`src/rtl/dec_ram_ctrl_pkg.sv`:
```
// Shared types and constants for the DEC_RAM ping-pong controller.
package dec_ram_ctrl_pkg;

  typedef enum logic {GNT_WRITE = 1'b0, GNT_READ = 1'b1} grant_t;

  typedef logic bank_sel_t;

  localparam int OUT_FIFO_DEPTH = 2;
  localparam int OUT_FIFO_CNT_W = $clog2(OUT_FIFO_DEPTH + 1);

endpackage

```
`src/rtl/dec_out_fifo.sv`:
```
// Small output FIFO holding read words (data + last tag) between DEC_RAM and the consumer.
module dec_out_fifo
  import dec_ram_ctrl_pkg::*;
#(
  parameter int WIDTH = 2
) (
  input  logic                      clk,
  input  logic                      rst_n,
  input  logic                      push,
  input  logic [WIDTH-1:0]          push_data,
  input  logic                      pop,
  output logic [WIDTH-1:0]          pop_data,
  output logic [OUT_FIFO_CNT_W-1:0] count
);

  localparam int PTR_W = (OUT_FIFO_DEPTH > 1) ? $clog2(OUT_FIFO_DEPTH) : 1;

  logic [WIDTH-1:0]          mem_reg [OUT_FIFO_DEPTH];
  logic [PTR_W-1:0]          wr_ptr_reg;
  logic [PTR_W-1:0]          rd_ptr_reg;
  logic [OUT_FIFO_CNT_W-1:0] count_reg;
  logic                      do_push;
  logic                      do_pop;

  // A push into a full FIFO is only taken when a pop frees the slot in the same cycle.
  always_comb begin
    do_pop  = pop && (count_reg != '0);
    do_push = push && ((count_reg != OUT_FIFO_CNT_W'(OUT_FIFO_DEPTH)) || do_pop);
  end

  always_ff @(posedge clk) begin
    if (do_push) begin
      mem_reg[wr_ptr_reg] <= push_data;
    end
  end

  always_ff @(posedge clk) begin
    if (!rst_n) begin
      wr_ptr_reg <= '0;
      rd_ptr_reg <= '0;
      count_reg  <= '0;
    end else begin
      if (do_push) begin
        wr_ptr_reg <= wr_ptr_reg + PTR_W'(1);
      end
      if (do_pop) begin
        rd_ptr_reg <= rd_ptr_reg + PTR_W'(1);
      end
      count_reg <= count_reg + OUT_FIFO_CNT_W'(do_push) - OUT_FIFO_CNT_W'(do_pop);
    end
  end

  assign pop_data = mem_reg[rd_ptr_reg];
  assign count    = count_reg;

endmodule

```
`src/rtl/dec_ram_pingpong_ctrl.sv`:
```
// Two-bank ping-pong controller for DEC_RAM: fills one bank from the decoder while the
// other is drained to the output stream, sharing the single RAM address port round-robin.
module dec_ram_pingpong_ctrl
  import dec_ram_ctrl_pkg::*;
#(
  parameter int DATA_WIDTH = 1,
  parameter int ADDR_WIDTH = 8,
  parameter int FRAME_LEN  = 256
) (
  input  logic                  clk,
  input  logic                  rst_n,
  input  logic                  in_valid,
  output logic                  in_ready,
  input  logic [DATA_WIDTH-1:0] in_data,
  output logic                  out_valid,
  input  logic                  out_ready,
  output logic [DATA_WIDTH-1:0] out_data,
  output logic                  out_last,
  output logic [ADDR_WIDTH-1:0] ram_address,
  output logic [DATA_WIDTH-1:0] ram_data_in [0:1],
  output logic [1:0]            ram_we,
  output logic [1:0]            ram_cs,
  input  logic [DATA_WIDTH-1:0] ram_data_out [0:1],
  output logic [1:0]            bank_full
);

  localparam logic [ADDR_WIDTH-1:0] LAST_ADDR = ADDR_WIDTH'(FRAME_LEN - 1);

  bank_sel_t                 fill_sel_reg, fill_sel_next;
  bank_sel_t                 rd_sel_reg, rd_sel_next;
  logic [ADDR_WIDTH-1:0]     wr_cnt_reg, wr_cnt_next;
  logic [ADDR_WIDTH-1:0]     rd_cnt_reg, rd_cnt_next;
  logic [1:0]                bank_full_reg, bank_full_next;
  grant_t                    rr_last_reg, rr_last_next;
  logic                      rd_pend_reg, rd_pend_next;
  bank_sel_t                 rd_pend_bank_reg, rd_pend_bank_next;
  logic                      rd_pend_last_reg, rd_pend_last_next;
  logic [ADDR_WIDTH-1:0]     addr_reg;

  logic [OUT_FIFO_CNT_W-1:0] fifo_count;
  logic [OUT_FIFO_CNT_W:0]   credit_used;
  logic [DATA_WIDTH:0]       fifo_push_data;
  logic [DATA_WIDTH:0]       fifo_pop_data;
  logic                      wr_ok;
  logic                      rd_ok;
  logic                      wr_gnt;
  logic                      rd_gnt;

  generate
    for (genvar gi = 0; gi < 2; gi++) begin : g_wdata
      assign ram_data_in[gi] = in_data;
    end
  endgenerate

  // Reads are credit-limited so an in-flight word always finds a free FIFO slot.
  always_comb begin
    credit_used = {1'b0, fifo_count} + (OUT_FIFO_CNT_W + 1)'(rd_pend_reg);
    wr_ok       = !bank_full_reg[fill_sel_reg];
    rd_ok       = bank_full_reg[rd_sel_reg] &&
                  (credit_used < (OUT_FIFO_CNT_W + 1)'(OUT_FIFO_DEPTH));
    in_ready    = rst_n && wr_ok && !(rd_ok && (rr_last_reg == GNT_WRITE));
    wr_gnt      = in_valid && in_ready;
    rd_gnt      = rst_n && rd_ok && !wr_gnt;
  end

  always_comb begin
    ram_cs      = 2'b00;
    ram_we      = 2'b00;
    ram_address = addr_reg;
    if (wr_gnt) begin
      ram_cs[fill_sel_reg] = 1'b1;
      ram_we[fill_sel_reg] = 1'b1;
      ram_address          = wr_cnt_reg;
    end else if (rd_gnt) begin
      ram_cs[rd_sel_reg] = 1'b1;
      ram_address        = rd_cnt_reg;
    end
  end

  always_comb begin
    fill_sel_next     = fill_sel_reg;
    rd_sel_next       = rd_sel_reg;
    wr_cnt_next       = wr_cnt_reg;
    rd_cnt_next       = rd_cnt_reg;
    bank_full_next    = bank_full_reg;
    rr_last_next      = rr_last_reg;
    rd_pend_next      = rd_gnt;
    rd_pend_bank_next = rd_sel_reg;
    rd_pend_last_next = (rd_cnt_reg == LAST_ADDR);
    if (wr_gnt) begin
      rr_last_next = GNT_WRITE;
      if (wr_cnt_reg == LAST_ADDR) begin
        wr_cnt_next                  = '0;
        bank_full_next[fill_sel_reg] = 1'b1;
        fill_sel_next                = ~fill_sel_reg;
      end else begin
        wr_cnt_next = wr_cnt_reg + ADDR_WIDTH'(1);
      end
    end
    if (rd_gnt) begin
      rr_last_next = GNT_READ;
      if (rd_cnt_reg == LAST_ADDR) begin
        rd_cnt_next                = '0;
        bank_full_next[rd_sel_reg] = 1'b0;
        rd_sel_next                = ~rd_sel_reg;
      end else begin
        rd_cnt_next = rd_cnt_reg + ADDR_WIDTH'(1);
      end
    end
  end

  always_ff @(posedge clk) begin
    if (!rst_n) begin
      fill_sel_reg     <= 1'b0;
      rd_sel_reg       <= 1'b0;
      wr_cnt_reg       <= '0;
      rd_cnt_reg       <= '0;
      bank_full_reg    <= 2'b00;
      rr_last_reg      <= GNT_READ;
      rd_pend_reg      <= 1'b0;
      rd_pend_bank_reg <= 1'b0;
      rd_pend_last_reg <= 1'b0;
      addr_reg         <= '0;
    end else begin
      fill_sel_reg     <= fill_sel_next;
      rd_sel_reg       <= rd_sel_next;
      wr_cnt_reg       <= wr_cnt_next;
      rd_cnt_reg       <= rd_cnt_next;
      bank_full_reg    <= bank_full_next;
      rr_last_reg      <= rr_last_next;
      rd_pend_reg      <= rd_pend_next;
      rd_pend_bank_reg <= rd_pend_bank_next;
      rd_pend_last_reg <= rd_pend_last_next;
      addr_reg         <= ram_address;
    end
  end

  assign fifo_push_data = {rd_pend_last_reg, ram_data_out[rd_pend_bank_reg]};

  dec_out_fifo #(
    .WIDTH(DATA_WIDTH + 1)
  ) u_out_fifo (
    .clk      (clk),
    .rst_n    (rst_n),
    .push     (rd_pend_reg),
    .push_data(fifo_push_data),
    .pop      (out_valid && out_ready),
    .pop_data (fifo_pop_data),
    .count    (fifo_count)
  );

  assign out_valid = rst_n && (fifo_count != '0);
  assign out_data  = fifo_pop_data[DATA_WIDTH-1:0];
  assign out_last  = fifo_pop_data[DATA_WIDTH];
  assign bank_full = bank_full_reg;

endmodule

```
`config.mk`:
```
export PLATFORM = sky130hd
export DESIGN_NAME = dec_ram_pingpong_ctrl
export DESIGN_NICKNAME = d
export VERILOG_FILES = /design/src/rtl/dec_ram_ctrl_pkg.sv /design/src/rtl/dec_out_fifo.sv /design/src/rtl/dec_ram_pingpong_ctrl.sv
export SDC_FILE = /design/constraint.sdc
export NUM_CORES = 1
export LEC_CHECK = 0
export CELL_PAD_IN_SITES_DETAIL_PLACEMENT = 2
export CELL_PAD_IN_SITES_GLOBAL_PLACEMENT = 2
export CORE_UTILIZATION = 37
export CTS_CLUSTER_SIZE = 30
export DETAILED_ROUTE_END_ITERATION = 8
export MAX_ROUTING_LAYER = met4
export PLACE_DENSITY = 0.81
export SLEW_MARGIN = 20
export SYNTH_ARGS = -nofsm -noshare
export SYNTH_HDL_FRONTEND = slang
export SYNTH_SLANG_ARGS = --single-unit
```
`constraint.sdc`:
```
create_clock -name clk -period 2.48 [get_ports clk]
set_input_delay 0.248 -clock clk [delete_from_list [all_inputs] [get_ports clk]]
set_output_delay 0.248 -clock clk [all_outputs]
set_load 0.03 [all_outputs]
```
==> qor.yml, run 1 <==
status: "complete, no violations"
setup_tns_ns: 0
critPathSlowestCell: "dfxtp_1"
layout.cells.non_filler: 324
initialDrtViolationCount: 110
clkTransAtPathRegs_ns: 0.08
dieArea_um2: 6100
synth_top_family_by_area: "compound AO/OA/AOI/OAI gates"
path_cells: "mux2i_1 -> o311ai_4 -> inv_2 -> nand2_4 -> buf_4 -> o32ai_1 -> buf_4"
synthAdderAreaFrac_pct: 2.34
io_buffer_count: 23
synthMuxAreaShare_pct: 4.85
yosys_warnings: 0
overflow: 0
clock_latency_ns: 0.30
async_flop_share_pct: 0
routedWlPerCell_um: 19.1
hold_violations: 0
timing.fmax_mhz: 431
cts_buffers: 5
fp.dieH_um: 78.1
synthFlopType: "dfxtp_1"
drt-pass1-iter-count: 4
p_leak_nw: 0.879
boundaryPins: 27
diodes: 0
path_max_fanout: 23
antenna_found_initial: 0
drc_errors: 0
drive_above_1_share_pct: 18.3
end_kind: "primary output"
core_area_um2: 5540
grt_max_degree: 24
drt-vias-per-instance: 5.75
synth-simple-area-share_pct: 20.9
vias: 1862
synth_compound_area_share_pct: 21.8
rsz0062_at_grt: "no"
synth_edf_count: 4
num_rows: 27
dp_hpwl_um: 4440
initial_utilization_pct: 38.7
yosysSeqAreaShare_pct: 40.2
finalCritPeriodShare_pct: 93.6
slew_violations: 0
powerDensity_nw_per_um2: 515
dp_slack_ns: 0.0139
final-setup-viol-count: 0
cts_tree: "yes"
cp_common_cell: "buf_4"
synth.distinct_cells: 54
synth_fp_nets: 237
mostFrequentLayoutCells: "dfxtp_1 (37), nand2_1 (26), buf_4 (22)"
synthXorXnorAreaFrac_pct: 1.64
htree_levels: 2
timing.final.crit_period_ns: 2.32
syn_to_final_growth_pct: 14.3
synthCells: 226
crit_type: "flip-flop to primary output"
post_cts_buffers: 0
ys_seq_elements: 41
placedCellCount: 317
cts_root_buf: "clkbuf_8"
netlist_area_um2: 2140
worstMarginPinSlew_ns: 0.561
synth.avg_cell_area_um2: 9.48
clkSinkCount: 41
antenna_left: 0
cp_slowest_stage_delay_ns: 0.42
hold_path_class: "flip-flop to flip-flop"
grt_use_total_pct: 23.2
layout_commonest_cell: "dfxtp_1"
fin_nets: 263
die_w_um: 78.1
worstPathArrival_ns: 2.07
fin_ws_ns: 0.159
wl_um: 6200
utilization_pct: 44.2
fin_skew_ns: 0.00534
clock_path_buffers: 2
max_slew_margin_pct: 62.2
grt_pass1_vias: 1997
drv_cap: 0
startpoint_type: "flip-flop"
critPathRequiredTime_ns: 2.23
grt_pass1_wl_um: 10500
ir_worst_vdd_mv: 0.225
finalWeightedCongestion: 0.739
[cell type report]
cell class                      count  area, µm²
Clock inverter                      1       5.00
Multi-Input combinational cell    162       1100
Timing Repair Buffer               34        285
Clock buffer                        6       72.6
Inverter                            8       30.0
Sequential cell                    41        861
Tap cell                           72       90.1
Fill cell                         631       3090
[power breakdown]
part | switching (mW) | internal [mW] | leakage, nW
clock network | 0.243 | 0.192 | 0.0410
registers | 0.00671 | 0.677 | 0.336
logic | 0.0912 | 0.0489 | 0.502
[what timing repair did]
action	4_1_cts	5_1_grt
gates resized for setup	1	1
hold buffers	0	0
setup endpoints to repair	1	1
[metrics by stage]
stage | total power, mW | cell area, µm² | hold WS (ns)
floorplan | 0.799 | 2140 | 0.404
global placement | 0.833 | 2370 | 0.421
detailed placement | 0.839 | 2370 | 0.440
CTS | 1.27 | 2440 | 0.461
global route | 1.31 | 2450 | 0.472
finish | 1.26 | 2450 | 0.470
[critical path: cells and delay by family (launching register included)]
family | cells | cell delay, ns
buffers and inverters | 3 | 0.61
DFF | 1 | 0.42
AOI/OAI and AO/OA | 2 | 0.35
muxes | 1 | 0.32
and+or+nand+nor | 1 | 0.07
[cell families after synthesis]
group,Yosys count
muxes,9
buffers and inverters,23
xor gates and xnor gates,4
adders and majority gates,4
AOI/OAI and AO/OA,62
DFF,41
and+or+nand+nor,83
[metal layers]
metal	global-route usage (%)	vias up	wire length [µm]
li1	-	899	-
met1	28.9	933	2970
met2	37.9	23	3020
met3	4.77	7	135
met4	7.04	0	74
met5	-	-	0
[synthesized netlist by cell type (2+ instances only)]
| library cell | n | area [µm²] |
|---|---|---|
| clkbuf_1 | 2 | 7.51 |
| edfxtp_1 | 4 | 120 |
| dfxtp_1 | 37 | 741 |
| buf_2 | 2 | 10.0 |
| inv_1 | 7 | 26.3 |
| a31oi_1 | 10 | 62.6 |
| nor2_1 | 10 | 37.5 |
| nand3_1 | 9 | 45.0 |
| nand2_1 | 26 | 97.6 |
| o32ai_1 | 3 | 26.3 |
| clkbuf_8 | 4 | 55.1 |
| a311oi_1 | 8 | 70.1 |
| nand4_1 | 3 | 18.8 |
| a211oi_1 | 4 | 30.0 |
| a21oi_1 | 12 | 60.1 |
| and2_1 | 3 | 18.8 |
| nor3_1 | 8 | 40.0 |
| or4_1 | 6 | 45.0 |
| ha_1 | 4 | 50.1 |
| o21ai_0 | 8 | 40.0 |
| buf_6 | 4 | 45.0 |
| buf_4 | 2 | 15.0 |
| o31ai_1 | 6 | 45.0 |
| xnor2_1 | 3 | 26.3 |
| o21a_1 | 2 | 15.0 |
| mux2_2 | 4 | 45.0 |
| nand2b_1 | 2 | 12.5 |
| or3_1 | 2 | 12.5 |
| mux2i_1 | 3 | 30.0 |
| and4_1 | 4 | 35.0 |
[path summary, 6_finish.rpt]
| check | startpoint | end | slack [ns] | cells after the start |
|---|---|---|---|---|
| min reg2reg | rd_pend_last_reg | u_out_fifo.mem_reg[1][1] | 0.47 | 0 |
| min | rd_pend_last_reg | u_out_fifo.mem_reg[1][1] | 0.47 | 0 |
| max | fill_sel_reg | ram_cs[0] | 0.16 | 7 |
| max reg2reg | wr_cnt_reg[0] | fill_sel_reg | 0.61 | 5 |
Power figures use the tool's default switching activity.
==> run 2: changes to the inputs <==
CORE_UTILIZATION = 38   (was 37)
CTS_BUF_LIST = sky130_fd_sc_hd__clkbuf_4 sky130_fd_sc_hd__clkbuf_8   (was unset)
PLACE_DENSITY = 0.83   (was 0.81)
SLEW_MARGIN = unset   (was 20)
==> run 2 against run 1 <==
Global-route usage increased by 0.36 points. Clock skew down 0.00051 ns. Clock-buffer cell count stayed put. Utilization is 2.6 points higher. Sequential cell count is the same. Critical endpoint is now ram_address[4]. Cell count grew 0.31%.
==> qor.yml, run 2 (same netlist as run 1, synthesis figures left out) <==
status: "complete, no violations"
grt_use_total_pct: 23.6
p_leak_nw: 0.895
path_max_fanout: 10
p_comb_share_pct: 11.3
switching_power_mw: 0.323
finalCritPeriodShare_pct: 94.9
final_area_um2: 2470
post_dp_cell_area_um2: 2380
seqPwrFrac_pct: 54.4
total_power_mw: 1.26
final-setup-viol-count: 0
initial_utilization_pct: 40.6
vias: 1884
dp_hpwl_um: 4540
diodes: 0
drive_above_1_share_pct: 20.0
drv_cap: 0
p_sw_share_pct: 25.7
wirelength_met1_um: 2850
clkPwrFrac_pct: 34.3
io_buffer_count: 23
mostFrequentLayoutCells: "dfxtp_1 (36), nand2_1 (26), buf_4 (25)"
htree_levels: 2
grt_max_degree: 24
critPathRequiredTime_ns: 2.23
antenna_left: 0
slew_violations: 0
timing.final.crit_period_ns: 2.35
hold_violations: 0
grt_pass1_vias: 2059
drc_errors: 0
num_rows: 26
layout_commonest_cell: "dfxtp_1"
clkSinkCount: 41
p_int_mw: 0.934
startpoint_type: "input pin"
drt-vias-per-instance: 5.80
max_slew_margin_pct: 59.7
core_area_um2: 5270
multi_input_area_um2: 1100
hold_path_class: "flip-flop to flip-flop"
wl_um: 6210
cts_root_buf: "clkbuf_8"
clock_latency_ns: 0.29
routedWlPerCell_um: 19.1
clock_path_buffers: 2
cts_buffers: 5
syn_to_final_growth_pct: 15.1
drt-pass1-iter-count: 4
rsz0062_at_grt: "no"
r2r_start: "rd_cnt_reg[2]"
worstMarginPinSlew_ns: 0.599
setup_tns_ns: 0
powerDensity_nw_per_um2: 510
fillers: 583
post_cts_buffers: 0
worstPathArrival_ns: 2.11
end_kind: "primary output"
critPathLaunch: "rst_n"
boundaryPins: 27
ir_worst_vdd_mv: 0.244
dieArea_um2: 5940
clkTransAtPathRegs_ns: 0.08
register_area_um2: 862
die_w_um: 77.1
grt_pass1_wl_um: 10500
finalWeightedCongestion: 0.743
overflow: 0
fp.dieH_um: 77.1
antenna_found_initial: 0
top_layer: "met4"
min_from: "rd_pend_last_reg"
wl_met3_um: 147
fin_skew_ns: 0.00483
timing.fmax_mhz: 425
met2WireLength_um: 3140
cts.hold.buffers_added: 0
initialDrtViolationCount: 96
crit_type: "input pin to primary output"
timing.hold.ws_ns: 0.455
cts_tree: "yes"
fin_nets: 265
## run 2: cell types whose count changed in the layout (fill, tap and decap cells not counted), sizes merged
cell,delta
buf,+2
clkinv,+1
## run 2: worst paths after layout
kind / to / slack, ns / depth (start not counted)
worst max-delay path: ram_address[4] / 0.13 / 8
worst min-delay path: u_out_fifo.mem_reg[0][1] / 0.46 / 0
worst max register to register: rd_cnt_reg[3] / 0.54 / 4
worst min register to register: u_out_fifo.mem_reg[0][1] / 0.46 / 0
## run 2: cell type report
class | instances | share of cell area, %
sequential | 41 | 35.0
clock inverter | 2 | 0.406
inverter | 8 | 1.22
clock buffer | 6 | 3.09
tap | 70 | 3.55
multi-input combinational | 162 | 44.7
timing repair buffer | 36 | 12.0
## run 2: critical path, stage by stage
cell	delay, ns
clkdlybuf4s50_1	0.61
buf_4	0.23
inv_1	0.09
nor3_2	0.22
buf_4	0.19
nand2_1	0.09
a31oi_1	0.22
buf_4	0.20
## run 2: per-layer routing
layer	GRT usage, %	vias to the layer above
li1	-	906
met1	28.5	945
met2	39.9	26
met3	4.29	7
met4	6.79	0
met5	-	-
## run 2: metrics by stage
step	setup WS (ns)	cells	util, %
2_1_floorplan	0.244	226	-
3_3_place_gp	0.198	317	45.2
3_5_place_dp	0.104	317	45.2
4_1_cts	0.0610	325	46.8
5_1_grt	0.00497	325	46.8
6_report	0.126	325	46.8
## run 2: power groups by stage
| stage | sequential [mW] | clock, mW | combinational, mW |
|---|---|---|---|
| 2_1_floorplan | 0.697 | 0 | 0.102 |
| 3_3_place_gp | 0.699 | 0 | 0.137 |
| 3_5_place_dp | 0.699 | 0 | 0.142 |
| 4_1_cts | 0.684 | 0.449 | 0.143 |
| 5_1_grt | 0.685 | 0.483 | 0.153 |
| 6_report | 0.684 | 0.431 | 0.142 |
## run 2: timing repair
action,CTS,global route
gates resized for setup,1,1
setup endpoints to repair,1,3
endpoints found under the hold margin,0,0
